$ cat src/rtl/fifo_pkg.sv
// fifo_pkg: helpers shared by the FIFO family.
//   fifo_cnt_t  - wide occupancy/skip type; callers size-cast to their own width.
//   skip_clamp  - number of entries a skipping read consumes.
package fifo_pkg;

  localparam int unsigned FIFO_CNT_MAX_W = 16;

  typedef logic [FIFO_CNT_MAX_W-1:0] fifo_cnt_t;

  // A skip of 0 means 1. The result never exceeds the current occupancy.
  function automatic fifo_cnt_t skip_clamp(input fifo_cnt_t skip, input fifo_cnt_t usedw);
    fifo_cnt_t n;
    n = (skip == '0) ? fifo_cnt_t'(1) : skip;
    if (n > usedw) n = usedw;
    return n;
  endfunction

endpackage

$ cat src/rtl/skip_fifo_ram.sv
// skip_fifo_ram: simple dual-port memory with a synchronous write port.
// The read port is combinational when REG_RD=0. It is registered when
// REG_RD=1: the output loads on re_i and otherwise holds its value.
// A read of an address in the cycle it is written returns the old data.
//   clk_i, rst_i            clock; async active-high reset (output register only)
//   we_i, waddr_i, wdata_i  write port
//   re_i, raddr_i           read port
//   rdata_o                 read data
module skip_fifo_ram #(
  parameter int unsigned DWIDTH = 8,
  parameter int unsigned AWIDTH = 4,
  parameter int unsigned REG_RD = 0
) (
  input  logic              clk_i,
  input  logic              rst_i,
  input  logic              we_i,
  input  logic [AWIDTH-1:0] waddr_i,
  input  logic [DWIDTH-1:0] wdata_i,
  input  logic              re_i,
  input  logic [AWIDTH-1:0] raddr_i,
  output logic [DWIDTH-1:0] rdata_o
);

  logic [DWIDTH-1:0] mem_q [2**AWIDTH];

  always_ff @(posedge clk_i) begin
    if (we_i) mem_q[waddr_i] <= wdata_i;
  end

  if (REG_RD != 0) begin : g_reg
    logic [DWIDTH-1:0] rdata_q;

    always_ff @(posedge clk_i or posedge rst_i) begin
      if (rst_i)     rdata_q <= '0;
      else if (re_i) rdata_q <= mem_q[raddr_i];
    end

    assign rdata_o = rdata_q;
  end else begin : g_comb
    logic unused_ok;

    assign rdata_o   = mem_q[raddr_i];
    assign unused_ok = &{1'b0, re_i, rst_i};
  end

endmodule

$ cat src/rtl/skip_fifo.sv
// skip_fifo: single-clock FIFO whose reads consume 1..DEPTH entries.
// An accepted read returns the head word and discards the following
// skip-1 entries.
//   clk_i, arst_i     clock; async active-high reset
//   flush_i           synchronous clear; overrides rd/wr with no error pulses
//   wr_i, wrdata_i    write request and data
//   rd_i, skip_i      read request; entries consumed (0 means 1, clamped to usedw)
//   rddata_o          head word (SHOWAHEAD=1) or registered read data (SHOWAHEAD=0)
//   rdvalid_o         read data valid pulse (SHOWAHEAD=0 only, else 0)
//   usedw_o           occupancy 0..DEPTH
//   empty_o, full_o, almost_empty_o, almost_full_o   registered status flags
//   overflow_o, underflow_o                          one-cycle error pulses
module skip_fifo
  import fifo_pkg::*;
#(
  parameter int unsigned DWIDTH       = 8,
  parameter int unsigned AWIDTH       = 4,
  parameter int unsigned ALMOST_FULL  = 12,
  parameter int unsigned ALMOST_EMPTY = 2,
  parameter int unsigned SHOWAHEAD    = 1
) (
  input  logic              clk_i,
  input  logic              arst_i,
  input  logic              flush_i,
  input  logic              wr_i,
  input  logic [DWIDTH-1:0] wrdata_i,
  input  logic              rd_i,
  input  logic [AWIDTH:0]   skip_i,
  output logic [DWIDTH-1:0] rddata_o,
  output logic              rdvalid_o,
  output logic [AWIDTH:0]   usedw_o,
  output logic              empty_o,
  output logic              full_o,
  output logic              almost_empty_o,
  output logic              almost_full_o,
  output logic              overflow_o,
  output logic              underflow_o
);

  typedef logic [AWIDTH:0]   cnt_t;
  typedef logic [AWIDTH-1:0] ptr_t;

  localparam cnt_t DEPTH_C = cnt_t'(2**AWIDTH);
  localparam cnt_t AF_C    = cnt_t'(ALMOST_FULL);
  localparam cnt_t AE_C    = cnt_t'(ALMOST_EMPTY);

  ptr_t wrptr_q, wrptr_d;
  ptr_t rdptr_q, rdptr_d;
  cnt_t usedw_q, usedw_d;
  logic empty_q, empty_d;
  logic full_q, full_d;
  logic aempty_q, aempty_d;
  logic afull_q, afull_d;
  logic rdvalid_q, rdvalid_d;
  logic ovf_q, ovf_d;
  logic unf_q, unf_d;

  logic rd_acc;
  logic wr_acc;
  cnt_t n;

  always_comb begin
    n       = cnt_t'(skip_clamp(fifo_cnt_t'(skip_i), fifo_cnt_t'(usedw_q)));
    rd_acc  = 1'b0;
    wr_acc  = 1'b0;
    wrptr_d = wrptr_q;
    rdptr_d = rdptr_q;
    usedw_d = usedw_q;
    ovf_d   = 1'b0;
    unf_d   = 1'b0;

    if (flush_i) begin
      wrptr_d = '0;
      rdptr_d = '0;
      usedw_d = '0;
    end else begin
      rd_acc = rd_i && (usedw_q != '0);
      // A read in the same cycle frees a slot, so a full FIFO still takes the write.
      wr_acc = wr_i && ((usedw_q != DEPTH_C) || rd_acc);
      ovf_d  = wr_i && !wr_acc;
      unf_d  = rd_i && !rd_acc;

      if (rd_acc) begin
        // n may equal DEPTH; the modulo-DEPTH pointer then lands back on itself.
        rdptr_d = rdptr_q + n[AWIDTH-1:0];
        usedw_d = usedw_d - n;
      end
      if (wr_acc) begin
        wrptr_d = wrptr_q + ptr_t'(1);
        usedw_d = usedw_d + cnt_t'(1);
      end
    end

    empty_d   = (usedw_d == '0);
    full_d    = (usedw_d == DEPTH_C);
    afull_d   = (usedw_d >= AF_C);
    aempty_d  = (usedw_d <= AE_C);
    rdvalid_d = (SHOWAHEAD == 0) && rd_acc;
  end

  always_ff @(posedge clk_i or posedge arst_i) begin
    if (arst_i) begin
      wrptr_q   <= '0;
      rdptr_q   <= '0;
      usedw_q   <= '0;
      empty_q   <= 1'b1;
      full_q    <= 1'b0;
      aempty_q  <= 1'b1;
      afull_q   <= 1'b0;
      rdvalid_q <= 1'b0;
      ovf_q     <= 1'b0;
      unf_q     <= 1'b0;
    end else begin
      wrptr_q   <= wrptr_d;
      rdptr_q   <= rdptr_d;
      usedw_q   <= usedw_d;
      empty_q   <= empty_d;
      full_q    <= full_d;
      aempty_q  <= aempty_d;
      afull_q   <= afull_d;
      rdvalid_q <= rdvalid_d;
      ovf_q     <= ovf_d;
      unf_q     <= unf_d;
    end
  end

  skip_fifo_ram #(
    .DWIDTH (DWIDTH),
    .AWIDTH (AWIDTH),
    .REG_RD ((SHOWAHEAD == 0) ? 1 : 0)
  ) u_ram (
    .clk_i   (clk_i),
    .rst_i   (arst_i),
    .we_i    (wr_acc),
    .waddr_i (wrptr_q),
    .wdata_i (wrdata_i),
    .re_i    (rd_acc),
    .raddr_i (rdptr_q),
    .rdata_o (rddata_o)
  );

  assign rdvalid_o      = rdvalid_q;
  assign usedw_o        = usedw_q;
  assign empty_o        = empty_q;
  assign full_o         = full_q;
  assign almost_empty_o = aempty_q;
  assign almost_full_o  = afull_q;
  assign overflow_o     = ovf_q;
  assign underflow_o    = unf_q;

endmodule

$ cat config.mk
export PLATFORM = sky130hd
export DESIGN_NAME = skip_fifo
export DESIGN_NICKNAME = d
export VERILOG_FILES = /design/src/rtl/fifo_pkg.sv /design/src/rtl/skip_fifo_ram.sv /design/src/rtl/skip_fifo.sv
export SDC_FILE = /design/constraint.sdc
export NUM_CORES = 1
export LEC_CHECK = 0
export ABC_CLOCK_PERIOD_IN_PS = 10900
export CAP_MARGIN = 0
export CORE_UTILIZATION = 30
export DETAILED_ROUTE_END_ITERATION = 7
export GPL_ROUTABILITY_DRIVEN = 0
export GPL_TIMING_DRIVEN = 0
export SYNTH_ARGS = -nofsm -noshare
export SYNTH_HDL_FRONTEND = slang
export SYNTH_SLANG_ARGS = --single-unit
$ cat constraint.sdc
create_clock -name clk_i -period 10.9 [get_ports clk_i]
set_clock_uncertainty 0.1 [all_clocks]
set_input_delay 2.18 -clock clk_i [delete_from_list [all_inputs] [get_ports clk_i]]
set_output_delay 2.18 -clock clk_i [all_outputs]
set_load 0.01 [all_outputs]
# Word level (Yosys, flattened, before mapping)
# Memories as Yosys holds them, arrays and structs flattened.
# Index checks and enable logic that the tools add are counted.
# classes
add_sub_neg,4
n_lt_le_gt_ge,3
eq_ne,2
muxes,15
n_reduce_logical,12
# ops
operator,n
$mux W5,6
$mux W4,4
$logic_not A5 Y1,2
$add A5 B1 Y5 const B,1
$eq A5 B5 Y1 const B,1
$ge A5 B4 Y1 const B,1
$gt A5 B5 Y1,1
$le A5 B2 Y1 const B,1
$mux W1,5
$ne A5 B5 Y1 const B,1
$reduce_bool A5 Y1,1
$sub A5 B5 Y5,1
$add A4 B1 Y4 const B,1
$add A4 B4 Y4,1
$logic_and A1 B1 Y1,4
$reduce_bool A2 Y1,2
$logic_not A1 Y1,2
$logic_or A1 B1 Y1,1
# word_totals
register_bits,19
ram_bits,128
input_bits,18
n_memories,1
# memory_table
name,words,word_bits,read_ports,rd_ports_with_merged_regs,write_ports,line_no,source
u_ram.mem_q,16,8,1,0,1,skip_fifo_ram.sv:24,logic [DWIDTH-1:0] mem_q [2**AWIDTH];

# Logic depth before layout (Yosys ltp)
# Gate-level depths: netlist (run 1).
# depth
ltp_word,11
depth_mapped,18
ltp_nobuf,18

# Cells and area by module
# From an unflattened synthesis (run 1), not the netlist that was laid out.
# hier_totals
hier_cells,383
hier_area_um2,6471.2
# by_module_without_submodules
module,n_inst,cells_each,area_each_um2,seq_area_each_um2
skip_fifo_ram,1,221,4987.3,3843.7
skip_fifo,1,162,1483.9,478.0

# Worst setup path after synthesis (run 1)
# Ideal clock, no wire load.
# synth_path
path_kind,input -> register
startpoint,in skip_i[4]
endpoint,"reg full_q, in the netlist full_o"
setup_time_ns,0.080
arrival_time_ns,5.734
t_required_ns,10.720
path_slack_ns,4.986
stages,18
path_cell_list,nor4_1 nor2_1 ha_1 inv_1 o21ai_1 nor2_1 a21oi_1 ha_1 fa_1 nand2b_1 o22ai_1 ha_1 o311ai_4 a21oi_1 o31ai_2 and3_1 nor3_4 nor3b_2
# synth_via
elab_chain_cells,11
# synth_rtl
item,line_no,source
"start, declared",skip_fifo.sv:28,"input logic [AWIDTH:0] skip_i,"
$logic_not A5 Y1,fifo_pkg.sv:13,n = (skip == '0) ? fifo_cnt_t'(1) : skip;
$mux W5 (*),fifo_pkg.sv:13,
$gt A5 B5 Y1,fifo_pkg.sv:14,if (n > usedw) n = usedw;
$mux W5 (*),fifo_pkg.sv:14,
$sub A5 B5 Y5 (*),skip_fifo.sv:86,usedw_d = usedw_d - n;
$mux W5 (*),skip_fifo.sv:83,if (rd_acc) begin
$mux W5 (*),skip_fifo.sv:72,if (flush_i) begin
$add A5 B1 Y5,skip_fifo.sv:90,usedw_d = usedw_d + cnt_t'(1);
$mux W5 (*),skip_fifo.sv:88,if (wr_acc) begin
$mux W5 (*),skip_fifo.sv:72,
via usedw_d[4],skip_fifo.sv:49,"cnt_t usedw_q, usedw_d;"
$eq A5 B5 Y1 (*),skip_fifo.sv:95,full_d = (usedw_d == DEPTH_C);
via full_d,skip_fifo.sv:51,"logic full_q, full_d;"
"end signal, assigned",skip_fifo.sv:118,full_q <= full_d;
"end, declared",skip_fifo.sv:51,
# The timed path passes the listed nets; every way through them passes the cells marked *. The select of a mux whose other input is x is not followed.
# A chain may end at the register's enable or synchronous reset.

# Worst setup path after layout (run 1)
# Ends and elaborated chain as after synthesis.

==> run metrics, run 1 <==
fmax=146 MHz; Post-CTS Setup Inserts=0; area occupied by multi-input gates=2080 µm²; sequential cell area=4320 µm²; vias per cell=4.73; Die H=149 µm; fin crit period=6.83 ns; Final period util=62.6%; outcome=finished, final reports clean; TritonCTS clock tree=built; Core Util, Final=37.0%; Worst-Skew Late Latency=0.41 ns; Placed Instance Area=7240 µm²; clock slew at reported path FFs=0.06 ns; Syn. warnings=0; Sink Count=147; Synth Area per Inst=17.5 µm²; worst relative slew slack=42.4%; n_diodes=0; power per cell area=238 nW/µm²; sequential element share of the synthesized area=66.4%; GR Overflow Total=0; RSZ-0062 raised after global routing=no; GRT Overall Usage=12.7%; DR vias=3,392; synth cell count leaders=128 x edfxtp_1, 40 x mux4_2, 21 x nor2_1; number of remaining DRC errors=0; Setup crit end kind=flop; H-tree depth=4; # IOs=38; Final Non-Filler Cells=717; max_cap viols=0; area growth from synthesis to layout=20.1%; cell area after layout=7820 µm²; Sum Neg Setup Slack=0 ns; area leader, netlist=edfxtp_1; Critical Path Source Type=input port; LEAKAGE=2.59 nW; Initial Util=30.8%; first-pass GRT wire length=20,900 µm; initial DRC count=199; # hold bufs at CTS=0; required time worst endpoint=11.13 ns; Die Span X=149 µm; synthesized area=6510 µm²; FILL cells=1,929; Final Hold Fails=0; clock root buffer=clkbuf_16; number of global-route vias before repair=3,707; cell with the most instances after synthesis=edfxtp_1; critical path class=input port to flop; Post-Syn Instances=372; Seq cells post-synth=147; Fin Hold WS=0.499 ns; DIE AREA=22,300 µm²; post-route setup slack=4.07 ns; post-DR wirelength/cell=18.0 µm; Slew Viols, Final=0; worst-path fanout max=9; iteration count of the initial detailed-routing pass=5; Max VDD drop=0.119 mV; largest net degree at the start of global routing=20; synth unique cells=61; dpl ws=3.71 ns; count of final setup violators=0; area share of the largest cell type after synthesis=59.0%; antenna violations before repair=0; HP Class=flop to flop; IO buf count=36; Tot Pwr=1.86 mW; # resized after CTS=0; share of cells above drive strength 1=23.5%; Post-synth EDFFs=128; core area=21,200 µm²; placed insts=685; Rows=53; main flop type after synthesis=edfxtp_1; Syn Nets=409; total wire length=12,900 µm; arrival time worst endpoint=7.06 ns; Clock Path Buffers=2; worst slew pin tran=0.861 ns; total CTS buffers=17; top post-synthesis cells by area=edfxtp_1 59%, mux4_2 14%, dfrtp_1 6.5%, ha_1 3.3%, nor2_1 1.2%; Detail Route Antenna Nets=0; Final #Nets=466; HPWL after DPL=9320 µm; ys async rst share=12.9%
## sequential cells by signal, summed over array words and instances (netlist names)
| name | flops |
|---|---|
| usedw_o | 5 |
| underflow_o | 1 |
| overflow_o | 1 |
| full_o | 1 |
| wrptr_q | 4 |
| almost_full_o | 1 |
| u_ram.mem_q | 128 |
| almost_empty_o | 1 |
| rdptr_q | 4 |
| empty_o | 1 |
## power by group
part	leakage, nW	total, mW	internal, mW	switching [mW]
registers	1.40	0.666	0.641	0.0244
clock network	0.274	0.563	0.321	0.242
logic	0.913	0.633	0.317	0.317
## cells in the final DEF (no fill, tap or decap), types with 12 or more instances in the layout
master / count
nor2_1: 21
and2_1: 12
nand2_1: 17
mux4_2: 40
clkbuf_16: 17
clkdlybuf4s50_1: 36
inv_1: 12
edfxtp_1: 128
dfrtp_1: 17
ha_1: 17
## kinds of logic (layout without fill, tap and decap cells)
logic type | after synthesis | after routing | share of synthesized area, %
flip-flops | 147 | 147 | 66.4
AND/OR/NAND/NOR | 88 | 88 | 7.90
multiplexers | 41 | 41 | 14.0
AO/OA/AOI/OAI | 38 | 38 | 4.86
buffers and inverters | 31 | 101 | 1.98
adder cells (fa/ha/maj) | 19 | 19 | 3.88
XOR/XNOR | 7 | 7 | 0.942
other | 1 | 1 | 0.0576
## routing by layer
layer / part of all wire, % / GRT usage (%)
met5: 0 / 0
met4: 0.67 / 4.13
met3: 3.3 / 2.81
met2: 51 / 21.0
met1: 45 / 16.4
## layout make-up
class                      count  area share [%]
sequential                   147            55.3
multi-input combinational    194            26.6
clock buffer                  18            5.49
timing repair buffer          38            4.80
tap                          275            4.40
clock inverter                14            1.81
buffer                        17           0.976
inverter                      14           0.672
## worst max-delay path, cell delays in order
cell and delay [ns]:
clkdlybuf4s50_1 0.52, nor4_1 0.31, nor2_1 0.11, ha_1 0.29, inv_1 0.05, o21ai_1 0.52, nor2_1 0.09, a21oi_1 0.27
ha_1 0.25, fa_1 0.41, nand2b_1 0.17, o22ai_1 0.32, ha_1 0.29, o311ai_4 0.13, a21oi_1 0.29, o31ai_2 0.16
and3_1 0.24, nor3_4 0.26, nor3b_2 0.20
## final timing paths
kind	startpoint	endpoint	slack [ns]	depth (start not counted)
max	skip_i[4]	full_o$_DFF_PP0_	4.07	19
min in group asynchronous	arst_i	usedw_o[4]$_DFF_PP0_	2.10	2
max in group asynchronous	arst_i	wrptr_q[3]$_DFFE_PP0P_	8.13	2
max reg2reg	usedw_o[4]$_DFF_PP0_	full_o$_DFF_PP0_	5.88	17
min reg2reg	wrptr_q[1]$_DFFE_PP0P_	wrptr_q[1]$_DFFE_PP0P_	0.50	2
min	wrptr_q[1]$_DFFE_PP0P_	wrptr_q[1]$_DFFE_PP0P_	0.50	2
Power figures use the tool's default switching activity.
==> run 2: changes to the inputs <==
Settings changed: ABC_CLOCK_PERIOD_IN_PS 10900 to 6500.
Clock period 10.9 ns to 6.5 ns, I/O delays scaled along.
==> results of run 2 <==
The final DEF is identical to that of run 1. Status: finished, final reports clean.
Among the figures that moved: setup slack after placement 3.71 ns -> 0.188 ns; setup slack after layout 4.07 ns -> 0.554 ns; register-to-register setup slack 5.88 ns -> 1.48 ns; total power 1.86 mW -> 3.12 mW; worst IR drop on VDD 0.119 mV -> 0.200 mV
==> run 3: changes to the inputs <==
Settings changed: DONT_BUFFER_PORTS from default to 1, SYNTH_HIERARCHICAL from default to 1.
==> run 3 against run 2 <==
  * Global-route usage shrank 0.17 points
  * Power increased by 0.97%
  * Hold slack improved by 0.011 ns
  * Routed wire length hardly changed
  * Design area decreased by 5.1%
  * Register-to-register slack better by 0.56 ns
  * Synthesized area is 0.65% lower
  * Maximum frequency is 22% higher
  * Clock power about the same
  * Non-clock buffer count decreased by 39
  * Synthesized cell count rose by 2.7%
  * Combinational power hardly changed
  * Critical path type unchanged
  * Largest power group unchanged
==> run metrics, run 3 <==
outcome=finished, final reports clean; DR vias=3,474; total CTS buffers=17; Setup crit end kind=flop; antenna violations before repair=0; critical path class=input port to flop; Met1 Wirelength=5500 µm; worst-path fanout max=8; top layer in use=met4; HP Class=flop to flop; Placed Instance Area=6810 µm²; # IOs=38; n_diodes=0; GRT Overall Usage=12.5%; area growth from synthesis to layout=14.7%; largest register by flop count=u_ram/mem_q; Synth Area per Inst=16.9 µm²; Final Non-Filler Cells=690; count of final setup violators=0; # resized after CTS=0; Die Span X=149 µm; max_cap viols=0; fin crit period=4.88 ns; Post-Syn Instances=382; commonest non-fill, non-tap cell in the layout=edfxtp_1; number of global-route vias before repair=3,651; Final #Nets=436; Final period util=75.1%; cell area after layout=7420 µm²; number of remaining DRC errors=0; Clock Path Buffers=2; most frequent cells in the layout=128 x edfxtp_1, 32 x nor2_1, 18 x nand2_1, 18 x mux4_2; synthesized area=6470 µm²; DIE AREA=22,100 µm²; Rows=53; TritonCTS clock tree=built; Worst-Skew Late Latency=0.41 ns; Critical Path Source Type=input port; power per cell area=425 nW/µm²; # hold bufs at CTS=0; first-pass GRT wire length=20,300 µm; Syn Nets=416; initial DRC count=299; WL met2=6250 µm; Sum Neg Setup Slack=0 ns; RSZ-0062 raised after global routing=no; placed insts=657; core area=21,100 µm²; Tot Pwr=3.15 mW; Sink Count=147; HPWL after DPL=8680 µm; required time worst endpoint=6.71 ns; clock slew at reported path FFs=0.07 ns; arrival time worst endpoint=5.09 ns; Max VDD drop=0.267 mV; share of cells above drive strength 1=20.2%; post-DR wirelength/cell=18.7 µm; Detail Route Antenna Nets=0; Fin Hold WS=0.510 ns; IO buf count=0; H-tree depth=4; max FFs per register=128; worst relative slew slack=16.4%; Post-CTS Setup Inserts=0; fmax=205 MHz; Final Hold Fails=0; vias per cell=5.03; iteration count of the initial detailed-routing pass=4; R2R depth=18; worst slew pin tran=1.24 ns; clock root buffer=clkbuf_16; Die H=149 µm; met3 routed WL=1060 µm; Slew Viols, Final=0; hold depth=2; GR Overflow Total=0; Syn. warnings=6; total wire length=12,900 µm; Initial Util=30.7%; largest net degree at the start of global routing=20; LEAKAGE=2.50 nW
[run 3: power by group]
part / leakage [nW] / switching, mW / total, mW / internal (mW)
clock: 0.289 / 0.431 / 0.947 / 0.516
sequential: 1.40 / 0.0832 / 1.16 / 1.08
combinational: 0.804 / 0.584 / 1.04 / 0.459
[run 3: cell type report]
class	instances	area (µm²)
fill	1996	13700
sequential	147	4320
multi-input combinational	206	1990
clock buffer	17	425
tap	275	344
clock inverter	15	161
buffer	15	118
inverter	14	52.6
timing repair buffer	1	7.51
[run 3: worst max-delay path: stages]
cell      delay, ns
nor4_1         0.26
nor2_1         0.09
ha_1           0.28
inv_1          0.03
or2_2          0.31
nand2_2        0.15
nor2_1         0.06
a21oi_1        0.27
ha_1           0.23
inv_1          0.06
fa_1           0.41
a21o_1         0.18
a21oi_1        0.35
nand3_1        0.11
and3_1         0.19
and3_1         0.19
buf_6          0.13
xor2_1         0.16
a221oi_1       0.33
[run 3: per-layer routing]
| metal | vias up | global-route usage (%) |
|---|---|---|
| met5 | - | 0 |
| met4 | 0 | 3.67 |
| met3 | 11 | 3.76 |
| met2 | 111 | 20.4 |
| met1 | 1788 | 16.0 |
| li1 | 1564 | - |
[run 3: path summary, 6_finish.rpt]
check / startpoint / to / slack [ns]
setup / recovery: skip_i[4] / almost_empty_o$_DFF_PP1_ / 1.62
hold / removal: rdptr_q[0]$_DFFE_PP0P_ / rdptr_q[0]$_DFFE_PP0P_ / 0.51
setup reg to reg: usedw_o[4]$_DFF_PP0_ / almost_empty_o$_DFF_PP1_ / 2.04
hold reg to reg: rdptr_q[0]$_DFFE_PP0P_ / rdptr_q[0]$_DFFE_PP0P_ / 0.51
max in group asynchronous: arst_i / rdptr_q[2]$_DFFE_PP0P_ / 5.07
min in group asynchronous: arst_i / full_o$_DFF_PP0_ / 0.78
[run 3: stage by stage]
| step | worst slack [ns] | utilization (%) |
|---|---|---|
| after floorplan | 1.71 | - |
| after global placement | 1.27 | 32.3 |
| after detailed placement | 1.19 | 32.3 |
| after CTS | 1.58 | 35.1 |
| after global routing | 1.31 | 35.2 |
| final | 1.62 | 35.2 |
